[config.mk]
export PLATFORM = sky130hd
export DESIGN_NAME = tt_um_jleugeri_ttt_token_accumulator
export DESIGN_NICKNAME = d
export VERILOG_FILES = /design/src/rtl/tt_um_jleugeri_ttt_token_accumulator.sv
export SDC_FILE = /design/constraint.sdc
export NUM_CORES = 1
export LEC_CHECK = 0
export BUFFER_PORTS_ARGS = -buffer_cell sky130_fd_sc_hd__buf_4
export CORE_MARGIN = 2
export CORE_UTILIZATION = 55
export DETAILED_ROUTE_END_ITERATION = 8
export GPL_TIMING_DRIVEN = 1
export PLACE_DENSITY = 0.81
export SLEW_MARGIN = 20
export SYNTH_ARGS = -nofsm -noshare
export SYNTH_HDL_FRONTEND = slang
export SYNTH_SLANG_ARGS = --single-unit
export TNS_END_PERCENT = 50
[constraint.sdc]
create_clock -name clk -period 3.7 [get_ports clk]
set_input_delay 0.74 -clock clk [delete_from_list [all_inputs] [get_ports clk]]
set_output_delay 0.74 -clock clk [all_outputs]
set_load 0.01 [all_outputs]
[src/rtl/tt_um_jleugeri_ttt_token_accumulator.sv]
// Per-processor saturating good/bad token accumulators. Pending entries drain
// round-robin through one registered valid/ready output slot.
module tt_um_jleugeri_ttt_token_accumulator #(
  parameter int NUM_PROCESSORS  = 4,
  parameter int NEW_TOKENS_BITS = 4,
  parameter int ACC_BITS        = 8,
  localparam int ID_BITS        = $clog2(NUM_PROCESSORS)
) (
  input  logic                              clk,
  input  logic                              reset,
  input  logic                              valid_in,
  input  logic [ID_BITS-1:0]                target_id,
  input  logic signed [NEW_TOKENS_BITS-1:0] new_good_tokens,
  input  logic signed [NEW_TOKENS_BITS-1:0] new_bad_tokens,
  input  logic                              out_ready,
  output logic                              out_valid,
  output logic [ID_BITS-1:0]                out_id,
  output logic signed [ACC_BITS-1:0]        out_good,
  output logic signed [ACC_BITS-1:0]        out_bad,
  output logic                              pending_any,
  output logic                              overflow
);

  function automatic logic [ACC_BITS-1:0] f_sext(input logic [NEW_TOKENS_BITS-1:0] d);
    return {{(ACC_BITS-NEW_TOKENS_BITS){d[NEW_TOKENS_BITS-1]}}, d};
  endfunction

  // Returns {clamped, value}; one guard bit suffices because |delta| < 2^(ACC_BITS-1).
  function automatic logic [ACC_BITS:0] f_sat_add(input logic [ACC_BITS-1:0] a,
                                                  input logic [ACC_BITS-1:0] d);
    logic [ACC_BITS:0] s;
    s = {a[ACC_BITS-1], a} + {d[ACC_BITS-1], d};
    if (s[ACC_BITS] != s[ACC_BITS-1])
      return {1'b1, s[ACC_BITS], {(ACC_BITS-1){~s[ACC_BITS]}}};
    return {1'b0, s[ACC_BITS-1:0]};
  endfunction

  logic [ACC_BITS-1:0]       r_acc_good [NUM_PROCESSORS];
  logic [ACC_BITS-1:0]       r_acc_bad  [NUM_PROCESSORS];
  logic [NUM_PROCESSORS-1:0] r_pending;
  logic [ID_BITS-1:0]        r_rr_ptr;
  logic                      r_out_valid;
  logic [ID_BITS-1:0]        r_out_id;
  logic [ACC_BITS-1:0]       r_out_good;
  logic [ACC_BITS-1:0]       r_out_bad;
  logic                      r_overflow;

  logic                      w_slot_free;
  logic                      w_found;
  logic                      w_load;
  logic [ID_BITS-1:0]        w_pick;
  logic [ID_BITS-1:0]        w_next_ptr;
  logic [ACC_BITS-1:0]       w_ext_good;
  logic [ACC_BITS-1:0]       w_ext_bad;
  logic [NUM_PROCESSORS-1:0] w_rot_pend;
  logic [NUM_PROCESSORS-1:0] w_hit;
  logic [NUM_PROCESSORS-1:0] w_take;
  logic [NUM_PROCESSORS-1:0] w_clamp;
  logic [NUM_PROCESSORS-1:0] w_pending_next;
  logic [ID_BITS-1:0]        w_rot_idx   [NUM_PROCESSORS];
  logic [ACC_BITS-1:0]       w_good_next [NUM_PROCESSORS];
  logic [ACC_BITS-1:0]       w_bad_next  [NUM_PROCESSORS];

  assign w_slot_free = !r_out_valid || out_ready;
  assign w_load      = w_slot_free && w_found;
  assign w_ext_good  = f_sext(new_good_tokens);
  assign w_ext_bad   = f_sext(new_bad_tokens);
  assign w_next_ptr  = (w_pick == ID_BITS'(NUM_PROCESSORS-1)) ? '0 : w_pick + ID_BITS'(1);

  // Pending flags viewed in search order starting at the round-robin pointer.
  for (genvar gi = 0; gi < NUM_PROCESSORS; gi++) begin : g_rot
    assign w_rot_idx[gi]  = ID_BITS'((int'(r_rr_ptr) + gi) % NUM_PROCESSORS);
    assign w_rot_pend[gi] = r_pending[w_rot_idx[gi]];
  end

  always_comb begin
    w_found = 1'b0;
    w_pick  = r_rr_ptr;
    for (int k = 0; k < NUM_PROCESSORS; k++) begin
      if (!w_found && w_rot_pend[k]) begin
        w_found = 1'b1;
        w_pick  = w_rot_idx[k];
      end
    end
  end

  for (genvar gi = 0; gi < NUM_PROCESSORS; gi++) begin : g_lane
    logic [ACC_BITS:0] w_sum_good;
    logic [ACC_BITS:0] w_sum_bad;

    assign w_hit[gi]  = valid_in && (target_id == ID_BITS'(gi));
    assign w_take[gi] = w_load && (w_pick == ID_BITS'(gi));
    assign w_sum_good = f_sat_add(r_acc_good[gi], w_ext_good);
    assign w_sum_bad  = f_sat_add(r_acc_bad[gi], w_ext_bad);

    // On a collision the slot takes the old sum and the delta restarts the lane.
    assign w_good_next[gi] = w_take[gi] ? (w_hit[gi] ? w_ext_good : '0)
                                        : (w_hit[gi] ? w_sum_good[ACC_BITS-1:0] : r_acc_good[gi]);
    assign w_bad_next[gi]  = w_take[gi] ? (w_hit[gi] ? w_ext_bad : '0)
                                        : (w_hit[gi] ? w_sum_bad[ACC_BITS-1:0] : r_acc_bad[gi]);
    assign w_pending_next[gi] = w_hit[gi] || (r_pending[gi] && !w_take[gi]);
    assign w_clamp[gi] = w_hit[gi] && !w_take[gi] && (w_sum_good[ACC_BITS] || w_sum_bad[ACC_BITS]);
  end

  always_ff @(posedge clk or posedge reset) begin
    if (reset) begin
      for (int i = 0; i < NUM_PROCESSORS; i++) begin
        r_acc_good[i] <= '0;
        r_acc_bad[i]  <= '0;
      end
      r_pending   <= '0;
      r_rr_ptr    <= '0;
      r_out_valid <= 1'b0;
      r_out_id    <= '0;
      r_out_good  <= '0;
      r_out_bad   <= '0;
      r_overflow  <= 1'b0;
    end else begin
      for (int i = 0; i < NUM_PROCESSORS; i++) begin
        r_acc_good[i] <= w_good_next[i];
        r_acc_bad[i]  <= w_bad_next[i];
      end
      r_pending  <= w_pending_next;
      r_overflow <= r_overflow || (|w_clamp);
      if (w_slot_free) begin
        r_out_valid <= w_found;
        if (w_found) begin
          r_out_id   <= w_pick;
          r_out_good <= r_acc_good[w_pick];
          r_out_bad  <= r_acc_bad[w_pick];
          r_rr_ptr   <= w_next_ptr;
        end
      end
    end
  end

  assign out_valid   = r_out_valid;
  assign out_id      = r_out_id;
  assign out_good    = r_out_good;
  assign out_bad     = r_out_bad;
  assign pending_any = |r_pending;
  assign overflow    = r_overflow;

endmodule

==> flow_metrics.env, run 1 <==
export IMPL_cp_slowest_cell="fa_1"
export IMPL_drv_slew=0
export IMPL_post_place_ws_ns=0.4292
export IMPL_cts_max_level=3
export IMPL_max_stage_delay_ns=0.47
export IMPL_drive_gt1_share_pct=9.850
export IMPL_numPortBuffers=34
export IMPL_synth_commonest_cells="nor2_1, nand2_1, dfrtp_1"
export IMPL_worstPathCellList="buf_4 > inv_1 > fa_1 > nand2b_1 > a21oi_1 > o211ai_1 > a21oi_1 > xnor2_1 > o31ai_1 > nand4_1"
export IMPL_arrival_ns=3.14
export IMPL_overflow=0
export IMPL_r2r_cells=10
export IMPL_n_antenna_cell=0
export IMPL_hpwl_mm=14.92
export IMPL_end_kind="flop"
export IMPL_drv_cap=0
export IMPL_synth_area_um2=7472
export IMPL_min_period_over_period_pct=78.81
export IMPL_placementRows=42
export IMPL_utilization_pct=61.72
export IMPL_syn_to_final_growth_pct=9.377
export IMPL_cts_path_max_buffers=2
export IMPL_vdd_ir_drop_worst_mv=0.7993
export IMPL_criticalPathCategory="in -> reg"
export IMPL_tritoncts="done"
export IMPL_hold_class="reg -> reg"
export IMPL_synth_most_common_cell="nor2_1"
export IMPL_postCtsHoldBufs=0
export IMPL_avgSynthCellArea_um2=8.266
export IMPL_cts_inserted_buffers=9
export IMPL_ys_flop_type="dfrtp_1"
export IMPL_crit_path_frequent_cell="a21oi_1"
export IMPL_clk_pin_slew_worst_paths_ns=0.07
export IMPL_finalWeightedCongestion=0.9584
export IMPL_rsz0062_at_grt="no"
export IMPL_antenna_found_initial=0
export IMPL_timing_fmax_mhz=342.9
export IMPL_seq_area_frac_synth_pct=30.14
export IMPL_cp_required_ns=3.92
export IMPL_status="complete, no violations"
export IMPL_power_density_nw_per_um2=964.8
export IMPL_fill_cells=1190
export IMPL_startpoint_type="input port"
export IMPL_power_leakage_uw=0.003659
export IMPL_clkLatencyLatePin_ns=0.36
export IMPL_vias_per_cell=6.223
export IMPL_die_area_um2=14530
export IMPL_setup_ws_ns=0.7839
export IMPL_die_h_um=120.6
export IMPL_async_reset_ff_share_pct=100.0
export IMPL_cts_root_buf="clkbuf_16"
export IMPL_drc=0
export IMPL_grt_pass1_wl_mm=32.42
export IMPL_die_w_um=120.6
export IMPL_synthesis_instances=904
export IMPL_cp_max_fo=8
export IMPL_vias=6908
export IMPL_holdWs_ns=0.4824
export IMPL_hold_viol=0
export IMPL_skew_ns=0.008580
export IMPL_synth_seq_cells=90
export IMPL_synth_top_cell_by_area="dfrtp_1"
export IMPL_yosys_area_top_type_share_pct=30.14
export IMPL_fp_coreArea_um2=13240
export IMPL_grt_pass1_vias=6492
export IMPL_grt_max_degree=41
export IMPL_finalSetupTns_ns=0
export IMPL_hold_depth=2
export IMPL_ctsResizeCount=0
export IMPL_min_period_ns=2.916
export IMPL_drtIter0Drc=496
export IMPL_cts_setup_buffers=0
export IMPL_wire_per_inst_um=18.00
export IMPL_yosys_top_cells_area="dfrtp_1, ha_1, nor2_1"
export IMPL_synth_cell_types=78
export IMPL_initial_core_util_pct=56.42
export IMPL_worst_pin_slew_ns=1.145
export IMPL_pin_count=35
export IMPL_setup_viol=0
export IMPL_final_nets=1019
export IMPL_synth_warnings=0
export IMPL_ant_nets=0
export IMPL_synth_edf_count=0
export IMPL_routed_wl_mm=19.98
export IMPL_dr_pass1_iters=5
export IMPL_slew_headroom_pct=23.08
export IMPL_clock_sinks=90
export IMPL_grtUsageTotal_pct=28.34
export IMPL_syn_num_nets=994
path summary, 6_finish.rpt:
| kind | startpoint | slack (ns) | end |
|---|---|---|---|
| min reg2reg | out_bad[1] | 0.48 | out_bad[1] |
| min in group asynchronous | reset | 0.49 | out_bad[4] |
| max in group asynchronous | reset | 2.37 | r_acc_bad[11] |
| min | out_bad[1] | 0.48 | out_bad[1] |
| max | new_bad_tokens[1] | 0.78 | overflow |
| max reg2reg | r_pending[0] | 0.79 | r_acc_good[17] |
cell type report:
type	instances	area (um2)	area share (%)
repair buffers	45	337.8	4.133
well taps	176	220.2	2.694
multi-input cells	747	4896	59.91
clock inverters	6	88.84	1.087
flip-flops and latches	90	2252	27.56
inverters	36	138.9	1.699
clock buffers	10	239.0	2.924
state kept, by name, indices dropped and copies added, names as in the netlist:
name        count
r_acc_bad      32
r_acc_good     32
out_bad         8
out_good        8
r_pending       4
out_id          2
r_rr_ptr        2
out_valid       1
overflow        1
per-stage QoR:
step | cells | total power (uW) | instance area [um2]
after floorplan | 904 | 5508 | 7472
after global placement | 1094 | 6644 | 7845
after detailed placement | 1094 | 6765 | 7845
after CTS | 1110 | 7809 | 8173
after global routing | 1110 | 8511 | 8173
final | 1110 | 7885 | 8173
cell usage in the layout (no fill, tap or decap), drive strengths merged, types with 22 or more instances in the layout:
master  count
a21oi      79
nand3      29
dfrtp      90
nand2     107
xnor2      27
nor2      114
o211ai     22
inv        36
buf        45
ha         68
o21ai     100
report_power, final:
| part | internal [uW] | switching (uW) |
|---|---|---|
| clock network | 612 | 416 |
| logic | 1980 | 3100 |
| registers | 1400 | 377 |
| total | 3990 | 3890 |
cell families after synthesis:
family | share of synthesized area (%)
AND/OR/NAND/NOR | 20.06
AO/OA/AOI/OAI | 27.03
flip-flops | 30.14
adder cells (fa/ha/maj) | 13.53
buffers and inverters | 4.420
XOR/XNOR | 4.689
multiplexers | 0.1340
per-layer routing:
metal	GRT usage, %	part of all wire, %	vias to the layer above
met4	9.884	2.5	0
met3	4.764	5.9	37
li1	-	-	3330
met2	45.87	47	261
met1	38.48	45	3280
met5	0	0	-
worst max-delay path, delay by kind of cell:
kind | cells | cell delay, ns
and+or+nand+nor | 2 | 0.33
buffers and inverters | 2 | 0.32
xor gates and xnor gates | 1 | 0.13
adders and majority gates | 1 | 0.47
AOI/OAI and AO/OA | 4 | 1.15
No activity file was read; power rests on OpenSTA's default activity.
==> inputs of run 2 (changes only) <==
--- a/config.mk
+++ b/config.mk
@@ -10,7 +10,7 @@
 export CORE_UTILIZATION = 55
 export DETAILED_ROUTE_END_ITERATION = 8
 export GPL_TIMING_DRIVEN = 1
-export PLACE_DENSITY = 0.81
+export PLACE_DENSITY = 0.83
 export SLEW_MARGIN = 20
 export SYNTH_ARGS = -nofsm -noshare
 export SYNTH_HDL_FRONTEND = slang
==> constraint.sdc (replaced) <==
create_clock -name clk -period 2.5 [get_ports clk]
set_input_delay 0.5 -clock clk [delete_from_list [all_inputs] [get_ports clk]]
set_output_delay 0.5 -clock clk [all_outputs]
set_load 0.01 [all_outputs]
==> run 2 against run 1 <==
Net effect:
- sequential share of layout area down 3.9 points
- combinational power up 88%
- setup slack got worse by 0.77 ns
- global-route usage up 3.6 points
- non-clock buffer count up 137
- critical endpoint is now r_acc_good[4]
- highest routed layer unchanged
- largest cell class unchanged
- critical path depth is 1 lower
- sequential power up 51%
- final cell count up 12%
- sequential cell count stayed put
==> flow_metrics.env, run 2 (synthesized netlist as in run 1, its figures left out) <==
export IMPL_status="complete, no violations"
export IMPL_hpwl_mm=16.86
export IMPL_final_cells=1247
export IMPL_cp_max_fo=17
export IMPL_criticalPathCategory="reg -> reg"
export IMPL_cp_slowest_cell="dfrtp_1"
export IMPL_startpoint_type="flop"
export IMPL_die_h_um=120.6
export IMPL_pin_count=35
export IMPL_overflow=0
export IMPL_antenna_found_initial=0
export IMPL_grtUsageTotal_pct=31.90
export IMPL_syn_to_final_growth_pct=27.73
export IMPL_clkLatencyLatePin_ns=0.36
export IMPL_wire_per_inst_um=19.25
export IMPL_skew_ns=0.008942
export IMPL_startpoint="r_pending[2]"
export IMPL_cts_root_buf="clkbuf_16"
export IMPL_vias=7811
export IMPL_tritoncts="done"
export IMPL_post_place_ws_ns=-0.3939
export IMPL_p_total_uw=13570
export IMPL_n_antenna_cell=0
export IMPL_cts_inserted_buffers=9
export IMPL_final_nets=1156
export IMPL_drc=0
export IMPL_biggestRegsByFlops="r_acc_bad x32, r_acc_good x32"
export IMPL_vdd_ir_drop_worst_mv=1.213
export IMPL_placed_cells=1210
export IMPL_crit_end="r_acc_good[4]"
export IMPL_cts_max_level=3
export IMPL_dpl_cell_area_um2=8756
export IMPL_max_stage_delay_ns=0.42
export IMPL_r2r_end="r_acc_good[4]"
export IMPL_rsz0062_at_grt="yes"
export IMPL_power_leakage_uw=0.004404
export IMPL_ant_nets=0
export IMPL_fp_coreArea_um2=13240
export IMPL_worstPathCellList="nor2b_1 > a221o_1 > o22a_1 > buf_4 > ha_1 > a21oi_4 > o21ai_4 > buf_4 > o21ai_0"
export IMPL_clk_pin_slew_worst_paths_ns=0.07
export IMPL_min_period_over_period_pct=99.56
export IMPL_setup_viol=0
export IMPL_drtIter0Drc=1009
export IMPL_drive_gt1_share_pct=26.24
export IMPL_grt_pass1_vias=7537
export IMPL_utilization_pct=72.07
export IMPL_arrival_ns=2.78
export IMPL_r2r_setup_slack_ns=0.01
export IMPL_clock_sinks=90
export IMPL_layout_common_cells="buf_4, nor2_1, nand2_1"
export IMPL_dr_pass1_iters=9
export IMPL_drv_cap=0
export IMPL_hold_viol=0
export IMPL_grt_max_degree=91
export IMPL_crit_path_frequent_cell="buf_4"
export IMPL_grt_pass1_wl_mm=36.43
export IMPL_min_period_ns=2.489
export IMPL_power_density_nw_per_um2=1422
export IMPL_die_w_um=120.6
export IMPL_setup_ws_ns=0.01091
export IMPL_end_kind="flop"
export IMPL_initial_core_util_pct=56.42
export IMPL_finalWeightedCongestion=0.9578
export IMPL_slew_headroom_pct=53.39
export IMPL_timing_fmax_mhz=401.8
export IMPL_r2r_cells=9
export IMPL_final_common_cell="buf_4"
export IMPL_routed_wl_mm=24.01
export IMPL_cp_required_ns=2.79
export IMPL_cts_path_max_buffers=2
export IMPL_vias_per_cell=6.264
export IMPL_numPortBuffers=34
export IMPL_worst_pin_slew_ns=0.6953
export IMPL_die_area_um2=14530
export IMPL_design_area_um2=9544
export IMPL_r2r_start="r_pending[2]"
export IMPL_drv_slew=0
export IMPL_placementRows=42
export IMPL_fill_cells=989
export IMPL_hold_class="in -> async"
## run 2: final cells by class
cell class / instances / area (um2) / share of cell area [%]
Clock buffer: 12 / 266.5 / 2.792
Sequential cell: 90 / 2253 / 23.61
Timing Repair Buffer: 182 / 1416 / 14.84
Tap cell: 176 / 220.2 / 2.307
Multi-Input combinational cell: 747 / 5213 / 54.61
Inverter: 36 / 141.4 / 1.481
Clock inverter: 4 / 33.78 / 0.3540
## run 2: where the power goes
group,internal (uW),switching (uW)
registers,2070,601
clock network,762,613
logic,4150,5380
## run 2: metal layers
layer	share of wire [%]	up-vias	wire [um]	track usage, %
li1	-	3602	-	-
met4	4.5	0	1087	15.63
met5	0	-	0	0
met2	49	413	11750	53.04
met3	7.8	93	1883	6.698
met1	39	3703	9283	39.37
## run 2: through the flow
stage	TNS, ns	hold slack [ns]
3_3_place_gp	-6.942	0.4642
4_1_cts	0	0.3048
6_report	0	0.2741
2_1_floorplan	-0.08301	0.4718
5_1_grt	-1.289	0.3189
3_5_place_dp	-11.38	0.4712
## run 2: what timing repair did
item,in CTS,in global routing
hold buffers,0,0
setup buffers,1,20
pin swaps,2,21
setup endpoints to repair,19,52
hold endpoints to repair,0,0
resized for setup,5,62
## run 2: critical path, delay by kind of cell (launching register included)
| family | cells | cell delay (ns) |
|---|---|---|
| AO/OA/AOI/OAI | 5 | 1.14 |
| flip-flops | 1 | 0.42 |
| AND/OR/NAND/NOR | 1 | 0.16 |
| adder cells (fa/ha/maj) | 1 | 0.27 |
| buffers and inverters | 2 | 0.40 |
## run 2: how the worst min path moves through the flow
stage / start / slack [ns] / to
after floorplan: r_acc_bad[15] / 0.47 / r_acc_bad[15]
final: reset / 0.27 / r_acc_good[11]
after CTS: reset / 0.30 / r_acc_good[12]
after detailed placement: out_id[1] / 0.47 / out_id[1]
after global routing: reset / 0.32 / out_good[2]
after global placement: out_bad[1] / 0.46 / out_bad[1]
